## src/rtl/serial_sub_unit.sv

```systemverilog
// Multi-cycle unsigned subtractor: computes a - b - bin over WIDTH bits, DIGIT bits per clock,
// LSB first, with a start/busy/done handshake.
module serial_sub_unit #(
    parameter int unsigned WIDTH = 8,
    parameter int unsigned DIGIT = 1
) (
    input  logic             clk,
    input  logic             rst,
    input  logic             start,
    input  logic [WIDTH-1:0] a,
    input  logic [WIDTH-1:0] b,
    input  logic             bin,
    output logic             busy,
    output logic             done,
    output logic [WIDTH-1:0] diff,
    output logic             bout,
    output logic             zero
);

    localparam int unsigned STEPS = WIDTH / DIGIT;
    localparam int unsigned CW    = (STEPS > 1) ? $clog2(STEPS) : 1;

    typedef enum logic [1:0] {StIdle, StRun, StDone} state_e;

    state_e           state_q;
    logic [WIDTH-1:0] a_q;
    logic [WIDTH-1:0] b_q;
    logic [WIDTH-1:0] res_q;
    logic             br_q;
    logic [CW-1:0]    count_q;

    logic [DIGIT-1:0] dig;
    logic             br_out;
    logic [WIDTH-1:0] res_next;

    // Ripple the borrow through DIGIT full-subtractor cells.
    always_comb begin
        logic c;
        c   = br_q;
        dig = '0;
        for (int i = 0; i < DIGIT; i++) begin
            dig[i] = a_q[i] ^ b_q[i] ^ c;
            c      = (~a_q[i] & b_q[i]) | (c & ~(a_q[i] ^ b_q[i]));
        end
        br_out   = c;
        res_next = (res_q >> DIGIT) | (WIDTH'(dig) << (WIDTH - DIGIT));
    end

    always_ff @(posedge clk) begin
        if (rst) begin
            state_q <= StIdle;
            a_q     <= '0;
            b_q     <= '0;
            res_q   <= '0;
            br_q    <= 1'b0;
            count_q <= '0;
            busy    <= 1'b0;
            done    <= 1'b0;
            diff    <= '0;
            bout    <= 1'b0;
            zero    <= 1'b0;
        end else begin
            unique case (state_q)
                StIdle: begin
                    done <= 1'b0;
                    if (start) begin
                        a_q     <= a;
                        b_q     <= b;
                        br_q    <= bin;
                        res_q   <= '0;
                        count_q <= '0;
                        busy    <= 1'b1;
                        state_q <= StRun;
                    end
                end
                StRun: begin
                    a_q     <= a_q >> DIGIT;
                    b_q     <= b_q >> DIGIT;
                    br_q    <= br_out;
                    res_q   <= res_next;
                    count_q <= count_q + 1'b1;
                    if (count_q == CW'(STEPS - 1)) begin
                        diff    <= res_next;
                        bout    <= br_out;
                        zero    <= (res_next == '0);
                        done    <= 1'b1;
                        state_q <= StDone;
                    end
                end
                StDone: begin
                    done    <= 1'b0;
                    busy    <= 1'b0;
                    state_q <= StIdle;
                end
                default: begin
                    state_q <= StIdle;
                end
            endcase
        end
    end

endmodule

```

## config.mk

```make
export PLATFORM = sky130hd
export DESIGN_NAME = serial_sub_unit
export DESIGN_NICKNAME = d
export VERILOG_FILES = /design/src/rtl/serial_sub_unit.sv
export SDC_FILE = /design/constraint.sdc
export NUM_CORES = 1
export LEC_CHECK = 0
export ABC_CLOCK_PERIOD_IN_PS = 1700
export BUFFER_PORTS_ARGS = -buffer_cell sky130_fd_sc_hd__buf_2
export CORE_MARGIN = 2
export CORE_UTILIZATION = 35
export DETAILED_ROUTE_END_ITERATION = 7
export PLACE_DENSITY_LB_ADDON = 0.05
export SLEW_MARGIN = 20
export SYNTH_ARGS = -nofsm -noshare
export SYNTH_HDL_FRONTEND = slang
export SYNTH_SLANG_ARGS = --single-unit
```

## constraint.sdc

```tcl
create_clock -name clk -period 1.7 [get_ports clk]
set_clock_uncertainty 0.1 [all_clocks]
set_input_delay 0.51 -clock clk [delete_from_list [all_inputs] [get_ports clk]]
set_output_delay 0.51 -clock clk [all_outputs]
set_load 0.01 [all_outputs]
```

==> impl_metrics.ini, run 1 <==
[status]
status = finished clean

[clock_network]
holdBufCountCts = 0
tritoncts = built
numCtsBuffers = 5
htreeDepth = 2
root_buffer = clkbuf_8
clkSinkCount = 41
post_cts_buffers = 0
cts_resized = 0
cts_buffer_depth = 2
path_clk_slew_ns = 0.08
clk_latency_ns = 0.29

[pwr]
power_switching_mw = 0.499
clkPwrFrac = 0.330
combPwrFrac = 0.126
irDropWorstVdd_uv = 436
p_leak_nw = 0.840
p_int_mw = 1.39
p_seq_frac = 0.544
switching_share = 0.264
power_mw = 1.89
powerDensity_nw_per_um2 = 919

[worst_setup_path]
worstSetupStartpoint = count_q[0]
ff2ff_setup_slack_ns = 0.15
critical_path_class = reg -> reg
slowest_stage = dfxtp_1
worstPathArrival_ns = 1.66
cp.required_ns = 1.81
slowest_delay_ns = 0.38
rr_startpoint = count_q[0]
cp-end-kind = register
crit_fanout = 11
start_kind = register
cpMostUsedCell = ha_1
path_buf_inv = 0
crit_path_cell_trace = ha_1 > ha_1 > and3b_1 > nor2_1 > a211oi_1
cp_top_family = simple AND/OR/NAND/NOR gates

[synth]
ys_warn_count = 0
synth_largest_area_cell = dfxtp_1
netlist_instances = 201
avgSynthCellArea_um2 = 8.73
yosysTopAreaCellShare = 0.468
ys_ff_latch = 41
synth-main-ff-cell = dfxtp_1
synth_edf_count = 0
async_reset_ff_frac = 0
seq_area_frac_synth = 0.468
ys_types = 29
syn-num-nets = 224
synth_area_um2 = 1750
synth_area_leaders = dfxtp_1 (47%), a21oi_1 (8.6%), a211oi_2 (7.1%)

[hold_path]
hp-class = reg -> reg
hold_path.startpoint = diff[1]

[die]
io_pins = 32
die_area_um2 = 5590
coreArea_um2 = 4790
initial_core_util = 0.367
die_h_um = 74.8
fp.dieW_um = 74.8
rows = 25

[global_routing]
first_global_vias = 1356
grt-ovfl-total = 0
antenna_found_initial = 0
grt_pass1_wl_mm = 6.58
grt_max_degree = 27
gr-usage-all-layers = 0.155

[placement]
gp_congestion = 0.785
hpwl_mm = 2.71
port_buffers = 31
placed_area_um2 = 1970

[sta]
max_freq_mhz = 645
hold_violations = 0
relSlewSlack = 0.718
rsz0062_at_grt = false
setup_viol = 0
holdWs_ns = 0.354
period_share = 0.912
final.min_clock_period_ns = 1.55
setup_tns_ns = 0
tightest_slew_ns = 0.423
drv_slew = 0

[drt]
drt_first_iter_violations = 37
wl_met2_mm = 1.67
dr_total_vias = 1470
wl_per_cell_um = 12.8
drt_wl_total_mm = 3.83
ant_nets = 0
wl_met3_um = 130
met1Wirelength_mm = 1.97
drc = 0
vias_per_cell = 4.93
top_layer = met4
first_pass_iters = 6

[final_layout]
fillers = 501
nets = 253
final_cell_mix = dfxtp_1 (41), nand2_1 (32), buf_2 (31), a21oi_1 (30), nor2_1 (28)
diodes = 0
drive_above_1_share = 0.277
area_growth_pct = 17.2
final_core_util = 0.430
stdcell_area_um2 = 2060
final_common_cell = dfxtp_1

[run]
maxCapViolCount = 0
==> through the flow <==
step / instances / worst slack, ns
6_report: 298 / 0.150
5_1_grt: 298 / 0.0323
4_1_cts: 298 / 0.154
3_5_place_dp: 290 / 0.172
3_3_place_gp: 290 / 0.221
2_1_floorplan: 201 / 0.288
==> power by group through the flow <==
stage	Clock, mW	Combinational (mW)	Sequential, mW
3_5_place_dp	0	0.242	1.05
3_3_place_gp	0	0.235	1.05
5_1_grt	0.686	0.272	1.04
2_1_floorplan	0	0.178	1.05
6_report	0.623	0.238	1.03
4_1_cts	0.642	0.243	1.03
==> routing by layer <==
| layer | global-route usage | vias up |
|---|---|---|
| met2 | 0.225 | 22 |
| met5 | 0 | - |
| met4 | 0.0476 | 0 |
| met3 | 0.0442 | 6 |
| met1 | 0.222 | 692 |
| li1 | - | 750 |
==> worst paths after layout <==
kind	end	depth (start not counted)
worst max register to register	bout	5
worst min-delay path	diff[1]	2
worst max-delay path	bout	5
worst min register to register	diff[1]	2
==> flip-flops by register name, indices dropped and copies added (netlist names) <==
signal / flops
done: 1
br_q: 1
bout: 1
zero: 1
diff: 8
a_q: 8
count_q: 3
state_q: 2
b_q: 8
busy: 1
res_q: 7
==> kinds of logic (layout without fill, tap and decap cells) <==
family,after synthesis,after routing,synth area share
fa+ha+maj,3,3,0.0257
simple gates,71,71,0.170
buf+inv,23,53,0.0678
flops,41,41,0.468
compound gates,63,63,0.269
==> worst register-to-register path, delay by kind of cell (launching register included) <==
kind	cells	cell delay (ns)
adder cells (fa/ha/maj)	2	0.34
flip-flops	1	0.38
AO/OA/AOI/OAI	1	0.20
AND/OR/NAND/NOR	2	0.44
==> cell type report <==
cell class | count | area, um^2 | share of cell area
Clock buffer | 5 | 68.8 | 0.0335
Tap cell | 67 | 83.8 | 0.0408
Multi-Input combinational cell | 137 | 815 | 0.396
Sequential cell | 41 | 821 | 0.399
Clock inverter | 3 | 17.5 | 0.00852
Timing Repair Buffer | 39 | 228 | 0.111
Inverter | 6 | 22.5 | 0.0110
==> cell usage after synthesis, types with 2 or more instances <==
master     n
o221a_2    3
a21oi_1   30
nor2b_1    3
a211oi_1   4
nor4_1     2
nor2_1    28
o22ai_1    2
ha_1       2
inv_1      6
buf_4      2
nand2_1   32
buf_6      2
a211oi_2  10
a22oi_1    9
buf_2      8
clkbuf_1   5
dfxtp_1   41
(Power assumes the default switching activity.)
==> inputs of run 2 (changes only) <==
--- a/config.mk
+++ b/config.mk
@@ -8,7 +8,7 @@
 export ABC_CLOCK_PERIOD_IN_PS = 1700
 export BUFFER_PORTS_ARGS = -buffer_cell sky130_fd_sc_hd__buf_2
 export CORE_MARGIN = 2
-export CORE_UTILIZATION = 35
+export CORE_UTILIZATION = 54
 export DETAILED_ROUTE_END_ITERATION = 7
 export PLACE_DENSITY_LB_ADDON = 0.05
 export SLEW_MARGIN = 20
==> run 2 against run 1 <==
First-iteration DRC count grew to 2.9 times the previous value. Critical path depth is the same. Global-route usage grew 6.2 points. Maximum frequency grew 0.50%. Sequential power is essentially flat. Via count grew 0.68%. Final area shrank 2.0%. Highest routed layer unchanged. Routed wire length shrank 12%. Clock power shrank 17%. Sequential share of layout area grew 0.82 points.
==> impl_metrics.ini, run 2 (synthesized netlist as in run 1, its figures left out) <==
[clock_network]
htreeDepth = 2
root_buffer = clkbuf_4
numCtsBuffers = 5
tritoncts = built
path_clk_slew_ns = 0.12
post_cts_buffers = 0
clk_latency_ns = 0.35
clkSinkCount = 41
cts_buffer_depth = 2

[die]
io_pins = 32
coreArea_um2 = 3080
initial_core_util = 0.570
fp.dieW_um = 61.0
rows = 20
die_h_um = 61.0
die_area_um2 = 3720

[final_layout]
stdcell_count = 276
diodes = 0
final_common_cell = dfxtp_1
largestRegisters = a_q (8), b_q (8), diff (8)
register_area_um2 = 821
multi_input_area_um2 = 816
final_core_util = 0.654
drive_above_1_share = 0.284
fillers = 282
area_growth_pct = 14.8
nets = 254
final_cell_mix = dfxtp_1 (41), nand2_1 (32), buf_2 (31), a21oi_1 (30), nor2_1 (28)

[status]
status = finished clean

[sta]
max_freq_mhz = 649
hold_violations = 0
tightest_slew_ns = 0.451
final.min_clock_period_ns = 1.54
relSlewSlack = 0.699
period_share = 0.907
drv_slew = 0
setup_tns_ns = 0
rsz0062_at_grt = false
setup_viol = 0

[worst_setup_path]
cp-end-kind = register
worstSetupEndpoint = bout
start_kind = register
path_buf_inv = 0
worstSetupStartpoint = count_q[0]
ff2ff_setup_slack_ns = 0.16
rr_startpoint = count_q[0]
path_depth = 5
r2r_end = bout
cp_top_family = flip-flops
rr_worst_depth = 5
slowest_delay_ns = 0.39
cpMostUsedCell = ha_1
cp.required_ns = 1.87
crit_path_cell_trace = ha_1 > ha_1 > and3b_2 > nor2_1 > a211oi_1
critical_path_class = reg -> reg
worstPathArrival_ns = 1.71
slowest_stage = dfxtp_1
crit_fanout = 11

[drt]
vias_per_cell = 5.36
drt_first_iter_violations = 107
drt_wl_total_mm = 3.37
first_pass_iters = 4
wl_per_cell_um = 12.2
ant_nets = 0
dr_total_vias = 1480
drc = 0

[global_routing]
grt-ovfl-total = 0
grt_max_degree = 24
first_global_vias = 1306
gr-usage-all-layers = 0.217
grt_pass1_wl_mm = 5.88
antenna_found_initial = 0

[placement]
dp.cells = 268
hpwl_mm = 2.36
port_buffers = 31
gp_congestion = 0.823

[hold_path]
hold_depth = 3
hp-class = in -> reg

[pwr]
p_leak_nw = 0.838
powerDensity_nw_per_um2 = 886
irDropWorstVdd_uv = 595

[run]
maxCapViolCount = 0
-- run 2: changes by cell type in the layout (fill, tap and decap cells not counted), sizes merged --
| cell | change |
|---|---|
| buf | +1 |
| clkbuf | +1 |
| clkinvlp | -1 |
-- run 2: worst min path at each step --
stage,startpoint,to
finish,b[3],b_q[3]
global route,b[2],b_q[2]
CTS,b[3],b_q[3]
detailed placement,diff[4],diff[4]
global placement,diff[0],diff[0]
floorplan,res_q[1],diff[0]
-- run 2: area by class of cell --
class,count,share of cell area
Clock inverter,2,0.00683
Timing Repair Buffer,40,0.117
Clock buffer,6,0.0255
Tap cell,44,0.0273
Inverter,6,0.0112
Sequential cell,41,0.407
Multi-Input combinational cell,137,0.405
-- run 2: through the flow --
stage	power [mW]	setup WS, ns	instance area [um^2]	hold WS [ns]
after floorplan	1.22	0.288	1750	0.345
after global placement	1.28	0.175	1950	0.342
after detailed placement	1.29	0.124	1950	0.343
after CTS	1.80	0.0834	2010	0.295
after global routing	1.88	0.0405	2010	0.282
final	1.79	0.158	2010	0.300
-- run 2: power by group --
group          switching (mW)  internal, mW  leakage [nW]  total, mW
sequential             0.0255          1.00         0.335       1.03
combinational           0.131         0.107         0.465      0.238
clock                   0.317         0.202        0.0382      0.519
-- run 2: what timing repair did --
item,CTS,global route
gates resized for setup,0,1
hold buffers,0,0
setup endpoints to repair,0,1
-- run 2: metal layers --
layer  up-vias  wire [um]  global-route usage
li1        753          -                   -
met1       680       1650               0.286
met3         6        191              0.0832
met4         0         46              0.0652
met2        41       1490               0.332
met5         -          0                   0
-- run 2: worst reg2reg max path, stage by stage (launching register included) --
cell	delay, ns
dfxtp_1	0.39
ha_1	0.16
ha_1	0.20
and3b_2	0.31
nor2_1	0.07
a211oi_1	0.23
==> inputs of run 3 (changes only) <==
--- a/config.mk
+++ b/config.mk
@@ -7,8 +7,10 @@
 export LEC_CHECK = 0
 export ABC_CLOCK_PERIOD_IN_PS = 1700
 export BUFFER_PORTS_ARGS = -buffer_cell sky130_fd_sc_hd__buf_2
+export CELL_PAD_IN_SITES_DETAIL_PLACEMENT = 2
+export CELL_PAD_IN_SITES_GLOBAL_PLACEMENT = 2
 export CORE_MARGIN = 2
-export CORE_UTILIZATION = 54
+export CORE_UTILIZATION = 32
 export DETAILED_ROUTE_END_ITERATION = 7
 export PLACE_DENSITY_LB_ADDON = 0.05
 export SLEW_MARGIN = 20
==> run 3 against run 2 <==
Final area is 3.4% higher. Worst setup slack better by 0.0016 ns. Worst hold slack better by 0.054 ns. Register-to-register slack hardly changed. Count of clock-buffer cells in the layout is 1 lower. Sequential power hardly changed. Sequential share of layout area is 1.3 points lower.
==> impl_metrics.ini, run 3 (synthesized netlist as in run 1, its figures left out) <==
[status]
status = finished clean

[drt]
dr_total_vias = 1467
vias_per_cell = 4.91
drt_wl_total_mm = 4.40
drt_first_iter_violations = 36
drc = 0
ant_nets = 0
first_pass_iters = 4
wl_per_cell_um = 14.7

[pwr]
p_seq_frac = 0.507
combPwrFrac = 0.121
switching_share = 0.245
power_switching_mw = 0.500
p_int_mw = 1.54
p_leak_nw = 0.849
irDropWorstVdd_uv = 328
clkPwrFrac = 0.372
powerDensity_nw_per_um2 = 978

[placement]
gp_congestion = 0.696
port_buffers = 31
hpwl_mm = 3.17

[clock_network]
root_buffer = clkbuf_8
tritoncts = built
numCtsBuffers = 5
htreeDepth = 2
path_clk_slew_ns = 0.08
clkSinkCount = 41
cts_resized = 0
cts_buffer_depth = 2
clk_latency_ns = 0.29
post_cts_buffers = 0
holdBufCountCts = 0

[final_layout]
largestRegisters = a_q (8), b_q (8), diff (8)
area_growth_pct = 18.8
drive_above_1_share = 0.275
fillers = 582
multi_input_area_um2 = 816
final_common_cell = dfxtp_1
final_core_util = 0.400
nets = 252
register_area_um2 = 821
diodes = 0
final_cell_mix = dfxtp_1 (41), nand2_1 (32), buf_2 (31), a21oi_1 (30), nor2_1 (28)

[worst_setup_path]
start_kind = register
worstPathArrival_ns = 1.66
crit_fanout = 11
slowest_delay_ns = 0.34
critical_path_class = reg -> reg
crit_path_cell_trace = ha_1 > ha_1 > nand3b_1 > nand2_1 > a21oi_1
slowest_stage = dfxtp_1
cpMostUsedCell = ha_1
cp-end-kind = register
cp.required_ns = 1.82

[die]
rows = 26
fp.dieW_um = 78.0
die_area_um2 = 6090
die_h_um = 78.0
io_pins = 32
initial_core_util = 0.337
coreArea_um2 = 5200

[sta]
tightest_slew_ns = 0.419
period_share = 0.906
relSlewSlack = 0.720
setup_tns_ns = 0
drv_slew = 0
max_freq_mhz = 649
final.min_clock_period_ns = 1.54
rsz0062_at_grt = false
setup_viol = 0
hold_violations = 0

[global_routing]
gr-usage-all-layers = 0.158
first_global_vias = 1546
grt-ovfl-total = 0
antenna_found_initial = 0
grt_pass1_wl_mm = 7.57
grt_max_degree = 35

[hold_path]
hp-class = reg -> reg

[run]
maxCapViolCount = 0
-- run 3: cell count changes in the layout (fill, tap and decap cells not counted) --
cell and change:
clkbuf_4 -5, bufinv_16 +1, clkinv_4 -1, buf_12 +1
buf_4 -3, clkbuf_8 +4
-- run 3: through the flow --
stage	setup slack, ns	instance area [um^2]	hold WS [ns]	std cells	power, mW
5_1_grt	0.00465	2080	0.363	299	2.16
6_report	0.160	2080	0.354	299	2.04
3_3_place_gp	0.162	1980	0.342	292	1.29
2_1_floorplan	0.288	1750	0.345	201	1.22
4_1_cts	0.0563	2080	0.357	299	2.07
3_5_place_dp	0.0843	1980	0.346	292	1.31
-- run 3: final cells by class --
type	count	area share
sequential	41	0.394
multi-input combinational	137	0.392
timing repair buffer	38	0.112
tap	70	0.0420
clock buffer	5	0.0330
clock inverter	2	0.0168
inverter	6	0.0108
-- run 3: worst paths after layout --
kind,start,to,slack (ns),cells past startpoint
max reg2reg,count_q[0],diff[1],0.16,5
max,count_q[0],diff[1],0.16,5
min reg2reg,diff[7],diff[7],0.35,2
min,diff[7],diff[7],0.35,2
-- run 3: power groups by stage --
stage                     logic (mW)  registers [mW]  clock network, mW
after global placement         0.236            1.05                  0
after detailed placement       0.251            1.06                  0
after floorplan                0.178            1.05                  0
final                          0.246            1.03              0.758
after global routing           0.279            1.04              0.844
after CTS                      0.252            1.03              0.789
-- run 3: worst max-delay path, delay by kind of cell (launching register included) --
kind                       cells  cell delay, ns
adders and majority gates      2            0.42
and+or+nand+nor                2            0.45
AOI/OAI and AO/OA              1            0.16
DFF                            1            0.34
-- run 3: routing by layer --
| metal | part of all wire | global-route usage |
|---|---|---|
| met1 | 0.50 | 0.213 |
| met2 | 0.45 | 0.248 |
| met3 | 0.040 | 0.0483 |
| met4 | 0.0093 | 0.0368 |
| met5 | 0 | 0 |
